<file path="src/rtl/iob_fifo_wr_ctrl.sv">
// Write-side controller of an asynchronous FIFO: binary/Gray write pointer, regfile write port, level/full.
// Optional sticky overflow flag is built only when IOB_FIFO_WR_OVERFLOW_EN is defined.
module iob_fifo_wr_ctrl #(
  parameter int ADDR_W = 3,
  parameter int DATA_W = 21
) (
  input  logic              clk_i,
  input  logic              rst_n_i,
  input  logic              cke_i,
  input  logic              w_en_i,
  input  logic [DATA_W-1:0] w_data_i,
  output logic              w_full_o,
  output logic [ADDR_W:0]   w_level_o,
  input  logic [ADDR_W:0]   r_gray_ptr_i,
  output logic [ADDR_W:0]   w_gray_ptr_o,
  output logic [ADDR_W-1:0] rf_addr_o,
  output logic [DATA_W-1:0] rf_data_o,
  output logic              overflow_o
);

  localparam int PTR_W = ADDR_W + 1;
  localparam logic [PTR_W-1:0] DEPTH = PTR_W'(2 ** ADDR_W);

  logic [PTR_W-1:0]  r_wptr;
  logic [PTR_W-1:0]  r_pub_gray;
  logic [PTR_W-1:0]  r_w_gray;
  logic [ADDR_W-1:0] r_rf_addr;
  logic [DATA_W-1:0] r_rf_data;

  logic [PTR_W-1:0]  w_rbin;
  logic [PTR_W-1:0]  w_level;
  logic              w_full;
  logic              w_accept;

  // Gray-to-binary: each bit is the XOR of all Gray bits at or above it.
  assign w_rbin[ADDR_W] = r_gray_ptr_i[ADDR_W];
  generate
    for (genvar gi = ADDR_W - 1; gi >= 0; gi--) begin : g_gray2bin
      assign w_rbin[gi] = w_rbin[gi+1] ^ r_gray_ptr_i[gi];
    end
  endgenerate

  assign w_level  = r_wptr - w_rbin;
  assign w_full   = (w_level == DEPTH);
  assign w_accept = cke_i & w_en_i & ~w_full;

  // The pointer is published two edges after the accept: one stage to form the
  // Gray code from the settled pointer, one to register the output.
  always_ff @(posedge clk_i) begin
    if (!rst_n_i) begin
      r_wptr     <= '0;
      r_pub_gray <= '0;
      r_w_gray   <= '0;
      r_rf_addr  <= '0;
      r_rf_data  <= '0;
    end else if (cke_i) begin
      r_pub_gray <= r_wptr ^ (r_wptr >> 1);
      r_w_gray   <= r_pub_gray;
      if (w_accept) begin
        r_rf_addr <= r_wptr[ADDR_W-1:0];
        r_rf_data <= w_data_i;
        r_wptr    <= r_wptr + 1'b1;
      end
    end
  end

`ifdef IOB_FIFO_WR_OVERFLOW_EN
  logic r_overflow;

  always_ff @(posedge clk_i) begin
    if (!rst_n_i) begin
      r_overflow <= 1'b0;
    end else if (cke_i & w_en_i & w_full) begin
      r_overflow <= 1'b1;
    end
  end

  assign overflow_o = r_overflow;
`else
  assign overflow_o = 1'b0;
`endif

  assign w_full_o     = w_full;
  assign w_level_o    = w_level;
  assign w_gray_ptr_o = r_w_gray;
  assign rf_addr_o    = r_rf_addr;
  assign rf_data_o    = r_rf_data;

endmodule

</file>
<file path="config.mk">
export PLATFORM = sky130hd
export DESIGN_NAME = iob_fifo_wr_ctrl
export DESIGN_NICKNAME = d
export VERILOG_FILES = /design/src/rtl/iob_fifo_wr_ctrl.sv
export SDC_FILE = /design/constraint.sdc
export NUM_CORES = 1
export LEC_CHECK = 0
export CAP_MARGIN = 25
export CORE_ASPECT_RATIO = 0.8
export CORE_MARGIN = 5
export CORE_UTILIZATION = 35
export CTS_CLUSTER_DIAMETER = 60
export DETAILED_ROUTE_END_ITERATION = 10
export GPL_TIMING_DRIVEN = 0
export HOLD_SLACK_MARGIN = 0.12
export PLACE_DENSITY = 0.66
export SLEW_MARGIN = 20
export SYNTH_ARGS = -nofsm -noshare
export SYNTH_HDL_FRONTEND = slang
export SYNTH_SLANG_ARGS = --single-unit
</file>
<file path="constraint.sdc">
create_clock -name clk_i -period 9.1 [get_ports clk_i]
set_input_delay 1.365 -clock clk_i [delete_from_list [all_inputs] [get_ports clk_i]]
set_output_delay 1.365 -clock clk_i [all_outputs]
set_load 0.01 [all_outputs]
</file>
==> reports/metrics.yaml <==
status: "finished clean"
cts_resized: 0
syn_inst: 190
gp_congestion: 0.709
worst-path-stages: 10
clockBufferDepth: 2
globalRouteMet3Util: 0.0559
endpoint_kind: "output port"
hold_violations: 0
crit_fanout: 6
synth_edf_count: 0
wl_mm: 3.89
first_global_vias: 1382
synth.top_cell.area_share: 0.444
place_hpwl_mm: 2.94
ys_seq_area_frac: 0.444
vdd_drop_max_mv: 0.0925
total_power_mw: 0.418
overflow: 0
yosysTopAreaCell: "dfxtp_1"
finalWorstSetupSlack_ns: 3.45
dieArea_um2: 6100
min_period_ns: 5.65
startpoint_type: "input port"
syn_area_um2: 1620
avgSynthCellArea_um2: 8.53
drive_gt1_frac: 0.0661
grt_pass1_wl_mm: 6.33
tritoncts: "yes"
cts_inserted_buffers: 5
pwr_density_cell_nw_per_um2: 173
rows: 22
met1_usage: 0.171
rsz0062_at_grt: "no"
ff2ff_path_depth: 9
critPathSlowestCell: "clkdlybuf4s50_1"
core_um2: 4540
min_path_type: "reg2reg"
dr_total_vias: 1461
htree_num_levels: 2
synthTopCellsByArea: "dfxtp_1, nand3_1, o21ai_1, nand2_1, mux2i_1"
initial_core_util: 0.357
required_ns: 7.74
grt.total_usage: 0.129
min_path_cells: 2
cts.clk_slew.worst_paths_ns: 0.07
ys.flop_type: "dfxtp_1"
slew_headroom: 0.612
grt_max_degree: 12
finClkSkew_ns: 0.00377
setup_viol: 0
syn_nets: 225
cts.root.buffer_cell: "clkbuf_8"
vias_per_cell: 4.61
cpPeakStageDelay_ns: 0.56
grt-busiest-layer: "met2"
worst_ep_arrival_time_ns: 4.29
worstMarginPinSlew_ns: 0.582
portBuffers: 59
die_w_um: 86.1
crit_path_cell_trace: "clkdlybuf4s50_1, xnor2_1, xor2_1, xnor2_1, ha_1, fa_1, xor2_1, nand3_1, nor2_1, clkdlybuf4s50_1"
ant_nets: 0
final_cell_mix: "clkdlybuf4s50_1, dfxtp_1, nand3_1, nand2_1, o21ai_1"
postCtsHoldBufs: 0
async_flop_share: 0
crit_family: "buffers and inverters"
drc: 0
syn_to_final_growth_pct: 48.8
ioPinCount: 63
diodes: 0
finalMaxSlewViolations: 0
dp_slack_ns: 3.46
criticalPathCategory: "in2out"
globalRouteMet2Util: 0.188
antenna_found_initial: 0
drt-wirelength-per-cell_um: 12.3
clk_latency_ns: 0.28
drt_iter0_drc: 50
layout.nets: 291
crit_buf_inv: 2
numClockSinks: 36
drt-pass1-iter-count: 4
leakagePower_nw: 0.943
cts_setup_buffers: 0
fin_setup_tns_ns: 0
yosysWarnings: 0
synth.ff_latch_count: 36
max_freq_mhz: 177
synth_cell_type_count: 31
drv_cap: 0
finalCritPeriodShare: 0.621
final_common_cell: "clkdlybuf4s50_1"
dieHeight_um: 70.9
cell type report:
class	count	area, µm²
clock inverters	1	30.0
well taps	60	75.1
multi-input cells	130	792
plain buffers	15	75.1
clock buffers	7	96.3
repair buffers	59	591
inverters	9	33.8
flip-flops and latches	36	721
fillers	446	2130
registers in the layout, indices dropped and copies added (netlist names):
name / flops
rf_data_o: 21
r_pub_gray: 4
r_wptr: 4
w_gray_ptr_o: 4
rf_addr_o: 3
path summary, 6_finish.rpt:
kind | end | slack, ns | start
worst max-delay path | w_full_o | 3.45 | r_gray_ptr_i[3]
worst min-delay path | rf_data_o[5] | 0.46 | rf_data_o[5]
worst max register to register | rf_data_o[10] | 6.45 | r_wptr[0]
worst min register to register | rf_data_o[5] | 0.46 | rf_data_o[5]
stage by stage:
stage	utilization	hold slack (ns)	cell area (µm²)	cells
2_1_floorplan	-	0.454	1620	190
3_3_place_gp	0.504	0.442	2290	309
3_5_place_dp	0.504	0.448	2290	309
4_1_cts	0.531	0.458	2410	317
5_1_grt	0.531	0.478	2410	317
6_report	0.531	0.455	2410	317
worst min-delay path: cells and delay by family, from the launching register on:
| family | cells | cell delay, ns |
|---|---|---|
| simple gates | 1 | 0.06 |
| flops | 1 | 0.31 |
| compound gates | 1 | 0.05 |
where the power goes:
group | total [mW] | internal, mW | switching (mW)
logic | 0.0966 | 0.0512 | 0.0454
clock network | 0.151 | 0.0967 | 0.0548
registers | 0.170 | 0.166 | 0.00489
synth_stat cells, types with 2 or more instances:
master and number:
buf_4 4, nand3_1 27, mux2i_1 7, inv_1 8, o21ai_0 2, xnor2_1 5, nor2_1 4, xor2_1 3
or4_1 3, ha_1 5, dfxtp_1 36, nand2_1 27, nor2b_1 7, clkbuf_1 8, buf_2 3, and2_1 2
and4b_1 2, o21ai_1 24
metal layers:
layer	wire length, µm	vias up
met4	25	0
met1	1880	638
met2	1630	45
met3	359	2
li1	-	776
met5	0	-
kinds of logic after synthesis:
logic type,after synthesis,synth area share
adder cells (fa/ha/maj),6,0.0509
flip-flops,36,0.444
other,1,0.00231
AND/OR/NAND/NOR,77,0.245
XOR/XNOR,8,0.0432
AO/OA/AOI/OAI,31,0.104
multiplexers,7,0.0432
buffers and inverters,24,0.0671
Note: power is estimated with default switching activity, not from simulation.
